**config.mk**
```make
export PLATFORM = sky130hd
export DESIGN_NAME = csi_y_packer
export DESIGN_NICKNAME = d
export VERILOG_FILES = /design/src/rtl/csi_y_packer.sv
export SDC_FILE = /design/constraint.sdc
export NUM_CORES = 1
export LEC_CHECK = 0
export ABC_CLOCK_PERIOD_IN_PS = 4700
export BUFFER_PORTS_ARGS = -buffer_cell sky130_fd_sc_hd__buf_4
export CAP_MARGIN = 5
export CORE_UTILIZATION = 60
export CTS_CLUSTER_DIAMETER = 120
export DETAILED_ROUTE_END_ITERATION = 12
export GPL_TIMING_DRIVEN = 1
export PLACE_DENSITY = 0.79
export RECOVER_POWER = 100
export SYNTH_ARGS = -nofsm -noshare
export SYNTH_HDL_FRONTEND = slang
export SYNTH_SLANG_ARGS = --single-unit
```
**constraint.sdc**
```tcl
create_clock -name clk -period 4.7 [get_ports clk]
set_clock_uncertainty 0.2 [all_clocks]
set_input_delay 0.47 -clock clk [delete_from_list [all_inputs] [get_ports clk]]
set_output_delay 0.47 -clock clk [all_outputs]
set_load 0.03 [all_outputs]
```
**src/rtl/csi_y_packer.sv**
```systemverilog
// rtl/csi_y_packer.sv - packs luma bytes of a UYVY stream into framed 64-bit words
module csi_y_packer #(
    parameter int WDT        = 640,
    parameter int HGT        = 480,
    parameter int FIFO_DEPTH = 4
) (
    input  logic        clk,
    input  logic        rst,
    input  logic        s_tuser,
    input  logic        s_tvalid,
    output logic        s_tready,
    input  logic [15:0] s_tdata,
    input  logic        s_tlast,
    output logic        m_tuser,
    output logic        m_tvalid,
    input  logic        m_tready,
    output logic [63:0] m_tdata,
    output logic        m_tlast,
    output logic        line_err,
    output logic        sof_err,
    output logic        frame_done
);

    localparam int CW = (WDT > 1) ? $clog2(WDT) : 1;
    localparam int RW = (HGT > 1) ? $clog2(HGT) : 1;
    localparam int PW = $clog2(FIFO_DEPTH);
    localparam int NW = PW + 1;

    typedef enum logic [1:0] {WAIT_SOF, ACTIVE, DROP} state_t;

    state_t          state_q, state_d;
    logic [CW-1:0]   col_q, col_d;
    logic [RW-1:0]   row_q, row_d;
    logic [2:0]      bcnt_q, bcnt_d;
    logic [55:0]     pack_q, pack_d;
    logic            pend_q, pend_d;
    logic [63:0]     pend_data_q, pend_data_d;
    logic            pend_user_q, pend_user_d;
    logic            pend_last_q, pend_last_d;
    logic            done_q, done_d;
    logic            s_tready_q, s_tready_d;
    logic [NW-1:0]   count_q, count_d;
    logic [PW-1:0]   wptr_q, rptr_q;
    logic [65:0]     mem_q [FIFO_DEPTH];

    logic            accept;
    logic            restart;
    logic            process_beat;
    logic            line_end;
    logic            pop;
    logic [CW-1:0]   ec;
    logic [RW-1:0]   er;
    logic [2:0]      eb;
    logic [7:0]      y;
    logic [NW-1:0]   occ;
    logic            unused_chroma;

    assign unused_chroma = ^s_tdata[7:0];
    assign y             = s_tdata[15:8];
    assign accept        = s_tvalid & s_tready_q;
    // A start-of-frame beat restarts packing unless it is already pixel 0 of an active frame.
    assign restart       = accept & s_tuser &
                           ((state_q != ACTIVE) || (row_q != '0) || (col_q != '0));
    assign process_beat  = accept & ((state_q == ACTIVE) | s_tuser);
    assign ec            = restart ? '0 : col_q;
    assign er            = restart ? '0 : row_q;
    assign eb            = restart ? '0 : bcnt_q;
    assign line_end      = (ec == CW'(WDT - 1));
    assign pop           = m_tvalid & m_tready;

    // Packing / framing next-state logic, error pulses and FIFO occupancy.
    always_comb begin
        state_d     = state_q;
        col_d       = col_q;
        row_d       = row_q;
        bcnt_d      = bcnt_q;
        pack_d      = pack_q;
        pend_d      = 1'b0;
        pend_data_d = pend_data_q;
        pend_user_d = pend_user_q;
        pend_last_d = pend_last_q;
        done_d      = 1'b0;
        line_err    = 1'b0;
        sof_err     = restart & (state_q == ACTIVE);

        if (process_beat) begin
            if (s_tlast && !line_end) begin
                // Early end of line: partial word is dropped with the rest of the frame.
                line_err = 1'b1;
                state_d  = DROP;
                col_d    = '0;
                row_d    = '0;
                bcnt_d   = '0;
            end else begin
                if (eb == 3'd7) begin
                    pend_d      = 1'b1;
                    pend_data_d = {y, pack_q};
                    pend_user_d = (er == '0) && (ec == CW'(7));
                    pend_last_d = line_end;
                end else begin
                    for (int i = 0; i < 7; i++) begin
                        if (eb == 3'(i)) begin
                            pack_d[i*8 +: 8] = y;
                        end
                    end
                end
                if (line_end) begin
                    col_d  = '0;
                    bcnt_d = '0;
                    if (!s_tlast) begin
                        line_err = 1'b1;
                        state_d  = DROP;
                        row_d    = '0;
                    end else if (er == RW'(HGT - 1)) begin
                        done_d  = 1'b1;
                        row_d   = '0;
                        state_d = WAIT_SOF;
                    end else begin
                        row_d   = er + 1'b1;
                        state_d = ACTIVE;
                    end
                end else begin
                    col_d   = ec + 1'b1;
                    bcnt_d  = eb + 1'b1;
                    row_d   = er;
                    state_d = ACTIVE;
                end
            end
        end

        count_d    = count_q + NW'(pend_q) - NW'(pop);
        occ        = count_d + NW'(pend_d);
        s_tready_d = (state_d != ACTIVE) || (occ < NW'(FIFO_DEPTH));
    end

    // Control, packing and FIFO pointer registers.
    always_ff @(posedge clk) begin
        if (rst) begin
            state_q     <= WAIT_SOF;
            col_q       <= '0;
            row_q       <= '0;
            bcnt_q      <= '0;
            pack_q      <= '0;
            pend_q      <= 1'b0;
            pend_data_q <= '0;
            pend_user_q <= 1'b0;
            pend_last_q <= 1'b0;
            done_q      <= 1'b0;
            s_tready_q  <= 1'b0;
            count_q     <= '0;
            wptr_q      <= '0;
            rptr_q      <= '0;
        end else begin
            state_q     <= state_d;
            col_q       <= col_d;
            row_q       <= row_d;
            bcnt_q      <= bcnt_d;
            pack_q      <= pack_d;
            pend_q      <= pend_d;
            pend_data_q <= pend_data_d;
            pend_user_q <= pend_user_d;
            pend_last_q <= pend_last_d;
            done_q      <= done_d;
            s_tready_q  <= s_tready_d;
            count_q     <= count_d;
            if (pend_q) begin
                wptr_q <= wptr_q + 1'b1;
            end
            if (pop) begin
                rptr_q <= rptr_q + 1'b1;
            end
        end
    end

    // FIFO storage; contents are only visible through count, so no reset is needed.
    always_ff @(posedge clk) begin
        if (pend_q) begin
            mem_q[wptr_q] <= {pend_user_q, pend_last_q, pend_data_q};
        end
    end

    assign s_tready   = s_tready_q;
    assign m_tvalid   = (count_q != '0);
    assign {m_tuser, m_tlast, m_tdata} = m_tvalid ? mem_q[rptr_q] : 66'd0;
    assign frame_done = done_q;

endmodule

```
# ---- Word level (Yosys, flattened, before mapping)
# Memories as Yosys holds them, arrays and structs flattened. A register that Yosys moved wholly into a read port is not among the register bits.
# Index checks and enable logic that the tools add are counted.
# Widths: inputs -> output; s select.
dict set report totals {
  register_bits 156
  ram_bits 264
  input_bits 22
  out_inout_bits 71
  word_cells 104
  mem_count 1
}
# name words width read_ports rd_clocked_by_memory_dff wr line
set mem_list {}
lappend mem_list {mem_q 4 66 1 1 1 44} ;# logic [65:0] mem_q [FIFO_DEPTH];
dict set report op_classes {
  addsub 8
  order_cmp 1
  n_eq_ne 13
  mux 29
  n_bitwise 12
  n_reduce_logical 20
}
# operator count
set ops {}
lappend ops {{$mux 66} 1}
lappend ops {{$mux 9} 5}
lappend ops {{$mux 10} 3}
lappend ops {{$reduce_and 4->1} 7}
lappend ops {{$eq 3x3->1 const B} 4}
lappend ops {{$mux 2} 6}
lappend ops {{$mux 1} 11}
lappend ops {{$add 10x1->10 const B} 1}
lappend ops {{$eq 10x10->1 const B} 1}
lappend ops {{$eq 10x3->1 const B} 1}
lappend ops {{$reduce_bool 10->1} 1}
lappend ops {{$add 9x1->9 const B} 1}
lappend ops {{$eq 9x9->1 const B} 1}
lappend ops {{$logic_not 9->1} 1}
lappend ops {{$mux 3} 3}
lappend ops {{$reduce_bool 9->1} 1}
lappend ops {{$add 3x1->3} 2}
lappend ops {{$and 1x1->1} 6}
lappend ops {{$eq 3x2->1 const B} 2}
lappend ops {{$not 1->1} 5}
lappend ops {{$reduce_or 5->1} 1}
lappend ops {{$add 2x1->2 const B} 2}
lappend ops {{$ne 2x1->1 const B} 2}
lappend ops {{$add 3x1->3 const B} 1}
lappend ops {{other kinds (11)} 14}

# ---- Depth between registers and ports, before layout
dict set report logic_depth {
  word_depth 13
  ltp_mapped 19
  mapped_depth_nobuf 15
}

# ---- Worst setup path after synthesis
# No wires, ideal clock.
dict set report synth_timing {
  path_kind {input to register}
  start {input s_tvalid}
  end {register col_q[9]}
  setup_time_ns 0.074
  t_arrival_ns 3.683
  t_required_ns 4.426
  setup_slack_ns 0.742
  cell_stages 17
  n_path_buf 3
  cell_sequence {nand3_1 -> clkbuf_1 -> and2_1 -> ha_1 -> and3_1 -> clkbuf_1 -> and4_1 -> and2_1 -> inv_1 -> ha_1 -> clkbuf_1 -> nand3b_1 -> a21oi_1 -> a31oi_2 -> or3_1 -> or3_1 -> o21ai_0}
}
dict set report synth_via {
  elab_chain_len 8
  elab_cells_between_ends 11
  cone_classes {add/sub: 1; eq/ne: 1; mux: 3; bitwise: 4; reduce/logical: 2}
}
# item line
set synth_lines {}
lappend synth_lines {{start, declared} 10} ;# input logic s_tvalid,
lappend synth_lines {{$and 1x1->1 (*)} 60} ;# assign accept = s_tvalid & s_tready_q;
lappend synth_lines {{parallel branches: the longest is 7 deep, another holds $add 10x1->10} -}
lappend synth_lines {{end signal, assigned} 155} ;# col_q <= col_d;
lappend synth_lines {{end, declared} 32} ;# logic [CW-1:0] col_q, col_d;
# Every way passes the cells marked *.
# A chain may end at the register's enable or synchronous reset.

# ---- Final worst setup path
dict set report layout_timing {
  start {register row_q[0]}
  end {register pack_q[21]}
}
dict set report layout_via {
  elab_chain_len 10
  elab_cells_between_ends 14
  cone_classes {eq/ne: 3; mux: 2; bitwise: 3; reduce/logical: 6}
}
# item line
set layout_lines {}
lappend layout_lines {{start, declared} 33} ;# logic [RW-1:0] row_q, row_d;
lappend layout_lines {{start signal, assigned} 156} ;# row_q <= row_d;
lappend layout_lines {{$reduce_bool 9->1 (*)} 63} ;# ((state_q != ACTIVE) || (row_q != '0) || (col_q != '0));
lappend layout_lines {{$logic_or 1x1->1 (*) (2 in a row)} 63}
lappend layout_lines {{$and 1x1->1 (*)} 62} ;# assign restart = accept & s_tuser &
lappend layout_lines {{$mux 10} 65} ;# assign ec = restart ? '0 : col_q;
lappend layout_lines {{$eq 10x10->1} 68} ;# assign line_end = (ec == CW'(WDT - 1));
lappend layout_lines {{$logic_not 1->1} 87} ;# if (s_tlast && !line_end) begin
lappend layout_lines {{$logic_and 1x1->1} 87}
lappend layout_lines {{$not 1->1 (no line)} -}
lappend layout_lines {{$reduce_and 4->1 (no line) (*)} -}
lappend layout_lines {{end signal, assigned} 158} ;# pack_q <= pack_d;
lappend layout_lines {{end, declared} 35} ;# logic [55:0] pack_q, pack_d;
# Mark *: on every way between the ends. The rest lies on a longest branch, timed or not.

==> impl_metrics.tcl <==
set metrics [dict create \
    status "complete, but fails checks" \
    violations "max-capacitance violations, max-slew violations" \
    io_buffers 84 \
    grt_antenna_before_repair 0 \
    setup_ws_ns 0.736 \
    pre_cts_ws_ns 0.839 \
    core_sq_mm 0.0264 \
    relSlewSlack -0.553 \
    netSwitchingFraction 0.253 \
    max_cap_viol_count 6 \
    period_needed_ns 3.96 \
    whs_endpoint "row_q[1]" \
    total_power_mw 8.29 \
    synthFlopType "edfxtp_1" \
    syn-cell-area_sq_mm 0.0163 \
    grt_max_degree 94 \
    combPwrFrac 0.136 \
    setup_viol 0 \
    via_per_inst 5.96 \
    route.vias.total 9655 \
    path_clk_slew_ns 0.06 \
    areaGrowthSynthToFinish_pct 13.6 \
    start_util 0.618 \
    cts.sink_count 422 \
    min_path_type "in -> reg" \
    dp_hpwl_um 19000 \
    p_sw_mw 2.10 \
    post_synth_main_area_contributors "edfxtp_1 49%, dfxtp_1 19%, mux4_2 9.1%, nand2_1 3.7%, mux2i_1 3.0%" \
    utilization 0.701 \
    drt_first_pass_iters 5 \
    cts_tree "built" \
    drive_above_1_share 0.169 \
    whs_path_depth 3 \
    clkPwrFrac 0.376 \
    report.final.slew_viol_count 226 \
    synth_cell_type_count 48 \
    h-tree-depth 2 \
    synthArstFlopShare 0 \
    synth_edf_count 264 \
    avgSynthCellArea_sq_um 14.0 \
    rsz0062_at_grt "no" \
    die_w_um 167 \
    ant_nets 0 \
    insertion_delay_ns 0.53 \
    yosys_warnings 0 \
    crit_required_ns 4.84 \
    synth_nets 1205 \
    routed_wl_um 32700 \
    hold_buffers 0 \
    ys_seq_area_frac 0.681 \
    cp.arrival_ns 4.10 \
    dpl_cell_area_sq_mm 0.0174 \
    crit_fanout 14 \
    cp-end-kind "register" \
    worst_setup_path_start_kind "register" \
    worstHoldStart "s_tlast" \
    r2r-end "pack_q[21]" \
    numCtsBuffers 40 \
    num_antenna_cells 0 \
    synth_top_area_share 0.487 \
    reg2regPathDepth 15 \
    track_usage 0.241 \
    yosys-top-cells-count "264 x edfxtp_1, 160 x nand2_1, 158 x dfxtp_1" \
    die_area_sq_mm 0.0278 \
    final.setup.tns_ns 0 \
    seqPwrFrac 0.487 \
    clock_path_buffers 3 \
    cts_resized 0 \
    syn_inst 1166 \
    fin_area_sq_mm 0.0185 \
    post-cts-setup-buffers 0 \
    wl_per_cell_um 20.2 \
    place_congestion 0.890 \
    drc_errors 0 \
    ios 93 \
    fin_crit_sh 0.843 \
    synth-seq-cells 422 \
    reg2reg_from "row_q[0]" \
    vdd_drop_max_mv 0.319 \
    drt_iter0_drc 931 \
    grt_pass1_vias 9543 \
    ctsRootBufferMaster "clkbuf_16" \
    worstPathCellList "or4_4, nor3_4, a21o_1, clkbuf_1, nand2_1, inv_1, ha_1, ha_1, a211oi_1, buf_4, nand2_1, a21oi_1, buf_12, mux2i_1, nor2_1" \
    internal-power_mw 6.20 \
    overflow 0 \
    yosysMostFrequentCell "edfxtp_1" \
    nNetsFinal 1293 \
    power_density_mw_per_mm2 449 \
    critical_path.max_stage_delay_ns 0.55 \
    yosys.area.top_type "edfxtp_1" \
    reg2reg_slack_ns 0.74 \
    leakage_nw 6.88 \
    hold_viol 0 \
    crit_type "reg -> reg" \
    die_y_um 167 \
    num_rows 59 \
    fmax_mhz 252 \
    crit_path_top_delay_cell "or4_4" \
    grt_pass1_wl_um 51600 \
    tightest_slew_ns 2.33 \
]
==> state kept, by name, indices dropped and copies added (netlist names), 3 cells and up, named ones only <==
signal and count:
pend_data_q 64, row_q 9, pack_q 56, mem_q 264, bcnt_q 3, col_q 10
count_q 3
==> area by class of cell <==
cell class	count	area (sq um)
Sequential cell	422	11100
Fill cell	1714	7870
Multi-Input combinational cell	653	4800
Clock buffer	51	1130
Timing Repair Buffer	118	812
Tap cell	335	419
Clock inverter	23	164
Inverter	19	71.3
==> how the worst max path moves through the flow <==
stage	start	end	cells past startpoint
after floorplan	s_tvalid	col_q[9]	17
after global placement	s_tvalid	pack_q[39]	16
after detailed placement	s_tvalid	pack_q[39]	16
after CTS	s_tready	pack_q[21]	17
after global routing	row_q[0]	pack_q[21]	15
final	row_q[0]	pack_q[21]	15
==> cell usage in the layout (no fill, tap or decap), types with 43 or more instances in the layout <==
cell type,count
edfxtp_1,264
nand2_1,160
dfxtp_1,156
a21oi_1,94
nor2_1,73
buf_4,70
mux4_2,66
and2_0,51
mux2i_1,49
clkbuf_16,43
==> layer usage <==
layer | vias up | global-route usage | share of wire
met1 | 4809 | 0.318 | 0.41
met5 | - | 0 | 0
li1 | 4437 | - | -
met3 | 60 | 0.0411 | 0.064
met2 | 349 | 0.404 | 0.50
met4 | 0 | 0.0898 | 0.029
==> power groups by stage <==
stage                     logic, mW  registers (mW)  clock network, mW
after floorplan               0.881            4.02                  0
after global placement         1.14            4.13                  0
after detailed placement       1.15            4.13                  0
after CTS                      1.16            4.05               3.16
after global routing           1.21            4.06               3.31
final                          1.13            4.04               3.12
==> critical path, delay by kind of cell, from the launching register on <==
family                   cells  cell delay (ns)
flip-flops                   1             0.35
multiplexers                 1             0.21
buffers and inverters        4             1.09
AO/OA/AOI/OAI                3             0.33
AND/OR/NAND/NOR              5             1.16
adder cells (fa/ha/maj)      2             0.43
==> cell families after synthesis <==
family          share of synthesized area
compound gates                     0.0474
xor+xnor                          0.00484
fa+ha+maj                          0.0135
buf+inv                            0.0222
flops                               0.681
mux                                 0.121
simple gates                        0.109
==> stage by stage <==
stage	hold slack, ns	cells
3_5_place_dp	0.244	1547
3_3_place_gp	0.237	1547
5_1_grt	0.0646	1621
4_1_cts	0.0457	1621
2_1_floorplan	0.231	1166
6_report	0.0503	1621
No activity file was read; power rests on OpenSTA's default activity.
